==> config.mk <==
export PLATFORM = sky130hd
export DESIGN_NAME = sensor_conditioner
export DESIGN_NICKNAME = d
export VERILOG_FILES = /design/src/rtl/sensor_cond_pkg.sv /design/src/rtl/sensor_debounce_ch.sv /design/src/rtl/sensor_conditioner.sv
export SDC_FILE = /design/constraint.sdc
export NUM_CORES = 1
export LEC_CHECK = 0
export ABC_AREA = 1
export CAP_MARGIN = 25
export CORE_MARGIN = 10
export CORE_UTILIZATION = 25
export CTS_CLUSTER_DIAMETER = 60
export CTS_CLUSTER_SIZE = 28
export DETAILED_ROUTE_END_ITERATION = 16
export GPL_TIMING_DRIVEN = 0
export PLACE_DENSITY = 0.46
export SLEW_MARGIN = 40
export SYNTH_ARGS = -nofsm -noshare
export SYNTH_HDL_FRONTEND = slang
export SYNTH_HIERARCHICAL = 1
export SYNTH_SLANG_ARGS = --single-unit
==> constraint.sdc <==
create_clock -name clk -period 1.17 [get_ports clk]
set_input_delay 0.1755 -clock clk [delete_from_list [all_inputs] [get_ports clk]]
set_output_delay 0.1755 -clock clk [all_outputs]
set_load 0.01 [all_outputs]
==> src/rtl/sensor_cond_pkg.sv <==
// Shared types and limits for the alarm sensor conditioning front end.
package sensor_cond_pkg;

  // Channel count of the alarm front end; the top-level ports are sized for it.
  localparam int NUM_SENSORS = 3;

  // Legal range for the debounce confirm length.
  localparam int DEBOUNCE_MIN = 2;
  localparam int DEBOUNCE_MAX = 255;

  // Per-channel debounce state. The two CONFIRM states hold the previous
  // clean level while a change is being qualified.
  typedef enum logic [1:0] {
    IDLE_LOW     = 2'd0,
    CONFIRM_HIGH = 2'd1,
    STABLE_HIGH  = 2'd2,
    CONFIRM_LOW  = 2'd3
  } deb_state_t;

  // True when a debounce length can be built by the channel logic.
  function automatic bit debounce_ok(input int cycles);
    return (cycles >= DEBOUNCE_MIN) && (cycles <= DEBOUNCE_MAX);
  endfunction

endpackage

==> src/rtl/sensor_debounce_ch.sv <==
// One conditioning channel: two-flop synchronizer, confirm FSM with a
// consecutive-sample counter, and registered clean level / edge strobes.
//
// Handshake note: there is no valid/ready flow here. The raw line is a free-
// running level, and rise/fall are one-cycle strobes that are never stalled.
module sensor_debounce_ch
  import sensor_cond_pkg::*;
#(
  parameter int DEBOUNCE_CYCLES = 8
) (
  input  logic clk,
  input  logic reset,
  input  logic raw,
  output logic clean,
  output logic rise,
  output logic fall
);

  localparam int CNT_W = $clog2(DEBOUNCE_CYCLES + 1);
  // Terminal value: reaching it with one more agreeing sample completes the
  // DEBOUNCE_CYCLES-long run (the first sample is counted on CONFIRM entry).
  localparam logic [CNT_W-1:0] CNT_LAST = CNT_W'(DEBOUNCE_CYCLES - 1);
  localparam logic [CNT_W-1:0] CNT_ONE  = CNT_W'(1);
  localparam logic [CNT_W-1:0] CNT_ZERO = '0;

  logic             s0;
  logic             s1;
  deb_state_t       state;
  deb_state_t       state_nxt;
  logic [CNT_W-1:0] cnt;
  logic [CNT_W-1:0] cnt_nxt;
  logic             enter_high;
  logic             enter_low;

  // Two-flop synchronizer; only s1 is ever looked at by the FSM.
  always_ff @(posedge clk or posedge reset) begin
    if (reset) begin
      s0 <= 1'b0;
      s1 <= 1'b0;
    end else begin
      s0 <= raw;
      s1 <= s0;
    end
  end

  // Next-state and counter logic. The terminal compare happens before the
  // increment, so the counter never wraps; any disagreeing sample aborts the
  // change with no partial credit kept.
  always_comb begin
    state_nxt  = state;
    cnt_nxt    = cnt;
    enter_high = 1'b0;
    enter_low  = 1'b0;
    case (state)
      IDLE_LOW: begin
        if (s1) begin
          state_nxt = CONFIRM_HIGH;
          cnt_nxt   = CNT_ONE;
        end
      end
      CONFIRM_HIGH: begin
        if (!s1) begin
          state_nxt = IDLE_LOW;
          cnt_nxt   = CNT_ZERO;
        end else if (cnt == CNT_LAST) begin
          state_nxt  = STABLE_HIGH;
          cnt_nxt    = CNT_ZERO;
          enter_high = 1'b1;
        end else begin
          cnt_nxt = cnt + CNT_ONE;
        end
      end
      STABLE_HIGH: begin
        if (!s1) begin
          state_nxt = CONFIRM_LOW;
          cnt_nxt   = CNT_ONE;
        end
      end
      CONFIRM_LOW: begin
        if (s1) begin
          state_nxt = STABLE_HIGH;
          cnt_nxt   = CNT_ZERO;
        end else if (cnt == CNT_LAST) begin
          state_nxt = IDLE_LOW;
          cnt_nxt   = CNT_ZERO;
          enter_low = 1'b1;
        end else begin
          cnt_nxt = cnt + CNT_ONE;
        end
      end
      default: begin
        state_nxt = IDLE_LOW;
        cnt_nxt   = CNT_ZERO;
      end
    endcase
  end

  // State and counter registers.
  always_ff @(posedge clk or posedge reset) begin
    if (reset) begin
      state <= IDLE_LOW;
      cnt   <= CNT_ZERO;
    end else begin
      state <= state_nxt;
      cnt   <= cnt_nxt;
    end
  end

  // Registered outputs: clean follows completed transitions only, and the
  // strobes mark the first cycle of each new clean level.
  always_ff @(posedge clk or posedge reset) begin
    if (reset) begin
      clean <= 1'b0;
      rise  <= 1'b0;
      fall  <= 1'b0;
    end else begin
      if (enter_high) begin
        clean <= 1'b1;
      end else if (enter_low) begin
        clean <= 1'b0;
      end
      rise <= enter_high;
      fall <= enter_low;
    end
  end

endmodule

==> src/rtl/sensor_conditioner.sv <==
// Alarm sensor front end: one independent debounce channel per raw line.
// Bits 0/1/2 of sensor_clean feed state_machine sensor1/sensor2/sensor3.
module sensor_conditioner
  import sensor_cond_pkg::*;
#(
  parameter int DEBOUNCE_CYCLES = 8,
  parameter int NUM_SENSORS     = 3
) (
  input  logic                   clk,
  input  logic                   reset,
  input  logic [NUM_SENSORS-1:0] sensor_raw,
  output logic [NUM_SENSORS-1:0] sensor_clean,
  output logic [NUM_SENSORS-1:0] sensor_rise,
  output logic [NUM_SENSORS-1:0] sensor_fall
);

  // Reject unbuildable configurations at elaboration time.
  if (!debounce_ok(DEBOUNCE_CYCLES)) begin : g_bad_debounce
    $error("sensor_conditioner: DEBOUNCE_CYCLES=%0d outside %0d..%0d",
           DEBOUNCE_CYCLES, DEBOUNCE_MIN, DEBOUNCE_MAX);
  end

  if (NUM_SENSORS != sensor_cond_pkg::NUM_SENSORS) begin : g_bad_count
    $error("sensor_conditioner: NUM_SENSORS must be %0d",
           sensor_cond_pkg::NUM_SENSORS);
  end

  // One channel per sensor line; channels share nothing but clock and reset.
  for (genvar i = 0; i < NUM_SENSORS; i++) begin : g_ch
    sensor_debounce_ch #(
      .DEBOUNCE_CYCLES(DEBOUNCE_CYCLES)
    ) u_ch (
      .clk  (clk),
      .reset(reset),
      .raw  (sensor_raw[i]),
      .clean(sensor_clean[i]),
      .rise (sensor_rise[i]),
      .fall (sensor_fall[i])
    );
  end

endmodule

==> run metrics, run 1 <==
status finished clean; Syn Nets 166; Num CTS Buffers 5; period utilization 0.954; First-pass DRT Iterations 4; sequential power share 0.447; P_leak 0.956 nW; instance count of the mapped netlist 158; Cell Int Power 0.00240 W; vias in the first global route 1065; via count 1051; # fillers 624; Die Y 96.8 um; Worst path depth 1; synthesized-area fraction occupied by adder cells 0.0255; Synth cell types 20; clock buffer depth 2; Comb pwr share 0.235; most frequent cells in the layout nand2_1, dfrtp_1, inv_1, nand3_1, dlygate4sd2_1; R2R Path End g_ch[2].u_ch/clean$_DFFE_PP0P_; DIE AREA 9360 um^2; H-tree depth 2; Post-Syn Area per Cell 9.32 um^2; Worst Path Buf+Inv 1; Startpoint Class flop; share of cells above drive strength 1 0.195; Ys Warns 6; hpwl dp 1.93 mm; I/O Pins 14; Worst-Margin Slew 435 ps; dpl cells 243; R2R Path Start g_ch[2].u_ch/cnt[1]$_DFFE_PP0P_; cell family with most CP delay flip-flops; Final ANT Viol Nets 0; Worst Skew 8.94 ps; diode count 0; R2R setup slack 70 ps; slew margin rel. 0.710; Routed wire per std cell 10.3 um; Final min period 1120 ps; CP max FO 2; IO Port Bufs 13; xor/xnor cell area share of the yosys netlist 0.0238; # rows 27; first-pass GRT wire length 4.73 mm; CTS tree built; CTS Hold Bufs 0; clk_lat worst skew 280 ps; area grow syn2layout 29.1%; fin cells 257; Setup CP Type reg -> out; post-synthesis mux area share 0; Worst Hold Class in -> async; setup TNS 0 ps; Synth Area in Compound Gates 0.0425; WP data arrival 940 ps; initial core utilization 0.263; switching portion of total power 0.312; CTS root buf clkbuf_8; endpoint class of the critical path output port; synthesized cell area 1470 um^2; critical path endpoint sensor_clean[0]; largest family of logic cells by synthesized area simple AND/OR/NAND/NOR gates; max cap viols 0; register bit total from synthesis 33; CTS Sinks 33; multi-input logic area 602 um^2; Post-Synth Simple-Gate Area 0.279; Worst path max stage delay 380 ps; Iteration-0 DRC Markers 10; FF-to-FF path depth 4; Power Density 1840 nW/um^2; final wirelength 2.65 mm; Clock transition at path regs 70 ps; DR vias/cell 4.09; Peak VDD IR 0.702 mV; post-synthesis sequential area ratio 0.561; Final Hold Viols 0; crit-path cells dlygate4sd2_1; switching power total 0.00109 W; core area 5610 um^2; clock power share 0.318; Critical Path Slowest Stage Cell dfrtp_1; fmax 0.896 GHz; # setup viols final 0; Die Wd 96.8 um; commonest non-fill, non-tap cell in the layout nand2_1; Worst setup startpoint g_ch[0].u_ch/clean$_DFFE_PP0P_; GRT overflow 0; worst endpoint required time 990 ps; Total GRT Usage 0.0609; RD Place Congestion 0.729; Max Slew Vio Count 0; RSZ-0062 raised after global routing true; Final Net Count 192; largest net degree at the start of global routing 12; DRC 0; initial antenna violation count 0; sequential cell area 826 um^2
## metrics by stage
stage          utilization  instance area (um^2)  total power (W)  setup slack (ps)  hold slack (ps)
6_report             0.339                  1900          0.00350              53.8              257
5_1_grt              0.339                  1900          0.00377             -14.2              296
4_1_cts              0.323                  1810          0.00340              16.5              273
3_5_place_dp         0.302                  1690          0.00224             -48.7              336
3_3_place_gp         0.302                  1690          0.00223             -37.6              333
2_1_floorplan            -                  1470          0.00205              86.1             27.9
## sequential cells by signal, summed over array words and instances, names as in the netlist, named ones only
register,count
g_ch.u_ch/clean,3
g_ch.u_ch/cnt,12
g_ch.u_ch/fall,3
g_ch.u_ch/rise,3
g_ch.u_ch/s0,3
g_ch.u_ch/s1,3
g_ch.u_ch/state,3
## power groups by stage
stage	Clock (W)	Sequential (W)	Combinational, W
6_report	0.00111	0.00156	0.000823
5_1_grt	0.00121	0.00159	0.000973
4_1_cts	0.00115	0.00153	0.000719
3_5_place_dp	0	0.00156	0.000679
3_3_place_gp	0	0.00156	0.000669
2_1_floorplan	0	0.00152	0.000529
## routing by layer
metal / part of all wire / track usage
met5: 0 / 0
met4: 0.017 / 0.0372
met3: 0.073 / 0.0298
met2: 0.43 / 0.0910
met1: 0.48 / 0.0679
## cell usage after synthesis (all sizes together)
cell,number,area (um^2)
xor2,1,8.76
nor2,8,50.0
nand3,16,90.1
dfrtp,33,826
nand4,4,55.1
a21oi,3,15.0
ha,3,37.5
nand2,50,203
o21ai,8,47.6
inv,27,101
xnor2,3,26.3
or2,2,12.5
## final cells by class
class | count | share of cell area
multi-input combinational | 98 | 0.317
clock inverter | 1 | 0.0158
timing repair buffer | 19 | 0.0869
sequential | 33 | 0.434
tap | 72 | 0.0474
inverter | 27 | 0.0533
clock buffer | 7 | 0.0454
## how the worst min path moves through the flow
stage | start | endpoint | slack, ps | cells after the start
CTS | reset | g_ch[2].u_ch/cnt[3]$_DFFE_PP0P_ | 270 | 2
detailed placement | g_ch[0].u_ch/s0$_DFF_PP0_ | g_ch[0].u_ch/s1$_DFF_PP0_ | 340 | 0
global route | reset | g_ch[2].u_ch/cnt[3]$_DFFE_PP0P_ | 300 | 2
global placement | g_ch[1].u_ch/s0$_DFF_PP0_ | g_ch[1].u_ch/s1$_DFF_PP0_ | 330 | 0
finish | reset | g_ch[0].u_ch/cnt[1]$_DFFE_PP0P_ | 260 | 2
floorplan | reset | asynchronous set/reset pin | 30 | 1
## timing repair
action                                  CTS  global route
resized for setup                        11             9
pin swaps                                 0             2
endpoints found under the setup margin   11            13
setup buffers                             1             5
## logic make-up (layout without fill, tap and decap cells)
kind of cell               count (synthesis)  in the layout
adders and majority gates                  3              3
xor gates and xnor gates                   4              4
and+or+nand+nor                           80             80
buffers and inverters                     27             54
DFF                                       33             33
AOI/OAI and AO/OA                         11             11
(Power assumes the default switching activity.)
==> inputs of run 2 (changes only) <==
--- a/config.mk
+++ b/config.mk
@@ -14,8 +14,8 @@
 export DETAILED_ROUTE_END_ITERATION = 16
 export GPL_TIMING_DRIVEN = 0
 export PLACE_DENSITY = 0.46
-export SLEW_MARGIN = 40
 export SYNTH_ARGS = -nofsm -noshare
 export SYNTH_HDL_FRONTEND = slang
 export SYNTH_HIERARCHICAL = 1
 export SYNTH_SLANG_ARGS = --single-unit
+export TNS_END_PERCENT = 10
==> run metrics, run 2 (synthesized netlist as in run 1, its figures left out) <==
CTS Sinks 33; # rows 27; final wirelength 2.63 mm; Worst path max stage delay 370 ps; share of cells above drive strength 1 0.188; setup TNS 0 ps; Final Hold Slack 257 ps; Final Net Count 188; sequential power share 0.462; DP Worst Slack -48.7 ps; endpoint class of the critical path output port; H-tree depth 2; core area 5610 um^2; Setup CP Type reg -> out; Final min period 1110 ps; max cap viols 0; cell family with most CP delay flip-flops; initial antenna violation count 0; GRT overflow 0; R2R Path End g_ch[1].u_ch/clean$_DFFE_PP0P_; Post-Layout Inst Area 1870 um^2; # fillers 624; Iteration-0 DRC Markers 10; P_leak 0.929 nW; Worst-Margin Slew 435 ps; Placed Area 1690 um^2; IO Port Bufs 13; RD Place Congestion 0.729; Critical Path Slowest Stage Cell dfrtp_1; largest net degree at the start of global routing 12; hpwl dp 1.93 mm; max FFs per register 12; WP data arrival 930 ps; area grow syn2layout 27.3%; clk_lat worst skew 280 ps; Final Hold Viols 0; Routed wire per std cell 10.4 um; crit-path cells dlygate4sd2_1; Final ANT Viol Nets 0; slew margin rel. 0.710; DRC 0; Total GRT Usage 0.0606; FF-to-FF path depth 4; R2R Path Start g_ch[1].u_ch/cnt[1]$_DFFE_PP0P_; worst endpoint required time 990 ps; switching portion of total power 0.314; switching power total 0.00108 W; Worst Path Buf+Inv 1; Worst Hold Class in -> async; clock buffer depth 2; period utilization 0.949; CP max FO 2; diode count 0; most frequent cells in the layout nand2_1, dfrtp_1, inv_1, nand3_1, dlygate4sd2_1; Top reg by flops g_ch.u_ch/cnt; fmax 0.901 GHz; status finished clean; DR vias/cell 4.11; Die Y 96.8 um; I/O Pins 14; R2R setup slack 80 ps; Worst Skew 8.48 ps; # setup viols final 0; Die Wd 96.8 um; via count 1039; Startpoint Class flop; Cell Int Power 0.00235 W; vias in the first global route 1063; Num CTS Buffers 5; CTS tree built; Power Density 1830 nW/um^2; commonest non-fill, non-tap cell in the layout nand2_1; Peak VDD IR 0.682 mV; Max Slew Vio Count 0; DIE AREA 9360 um^2; Comb pwr share 0.214; clock power share 0.324; initial core utilization 0.263; Final WS setup 60.0 ps; First-pass DRT Iterations 4; CTS root buf clkbuf_8; first-pass GRT wire length 4.69 mm; RSZ-0062 raised after global routing true; Clock transition at path regs 70 ps
## run 2: cell types whose count changed in the layout (fill, tap and decap cells not counted), sizes merged
cell,before,now
buf,6,2
dlygate4sd2,8,7
clkdlybuf4s15,1,2
## run 2: cell type report
class,count,area (um^2),share of cell area
clock buffers,7,86.3,0.0461
clock inverters,1,30.0,0.0160
inverters,27,101,0.0541
multi-input cells,98,602,0.321
flip-flops and latches,33,828,0.442
well taps,72,90.1,0.0481
repair buffers,15,136,0.0728
## run 2: how the worst max path moves through the flow
stage	cells past startpoint	startpoint	to	slack (ps)
final	1	g_ch[2].u_ch/clean$_DFFE_PP0P_	sensor_clean[2]	60
after global routing	4	g_ch[1].u_ch/cnt[0]$_DFFE_PP0P_	g_ch[1].u_ch/clean$_DFFE_PP0P_	-10
after CTS	4	g_ch[2].u_ch/cnt[0]$_DFFE_PP0P_	g_ch[2].u_ch/clean$_DFFE_PP0P_	8
after detailed placement	4	g_ch[2].u_ch/cnt[0]$_DFFE_PP0P_	g_ch[2].u_ch/clean$_DFFE_PP0P_	-50
after global placement	4	g_ch[2].u_ch/cnt[0]$_DFFE_PP0P_	g_ch[2].u_ch/clean$_DFFE_PP0P_	-40
after floorplan	4	g_ch[2].u_ch/cnt[0]$_DFFE_PP0P_	g_ch[2].u_ch/clean$_DFFE_PP0P_	90
## run 2: per-layer routing
layer  global-route usage  up-vias  share of wire
met5                    0        -              0
li1                     -      532              -
met4               0.0372        0          0.017
met1               0.0670      488           0.48
met2               0.0910       14           0.43
met3               0.0298        5          0.073
## run 2: what timing repair did
action	CTS	global route
resized for setup	12	11
pin swaps	0	2
setup endpoints to repair	11	12
setup buffers	0	2
hold buffers	0	0
## run 2: stage by stage
stage	total power (W)	utilization	cells
2_1_floorplan	0.00205	-	158
3_3_place_gp	0.00223	0.302	243
3_5_place_dp	0.00224	0.302	243
4_1_cts	0.00340	0.323	251
5_1_grt	0.00370	0.334	253
6_report	0.00343	0.334	253
## run 2: power groups by stage
| stage | logic (W) | clock network (W) | registers (W) |
|---|---|---|---|
| 2_1_floorplan | 0.000529 | 0 | 0.00152 |
| 3_3_place_gp | 0.000669 | 0 | 0.00156 |
| 3_5_place_dp | 0.000679 | 0 | 0.00156 |
| 4_1_cts | 0.000696 | 0.00115 | 0.00155 |
| 5_1_grt | 0.000879 | 0.00121 | 0.00162 |
| 6_report | 0.000734 | 0.00111 | 0.00158 |
## run 2: worst reg2reg max path: cells and delay by family (launching register included)
family	cells	cell delay [ps]
flops	1	420
simple gates	2	220
fa+ha+maj	1	180
compound gates	1	150
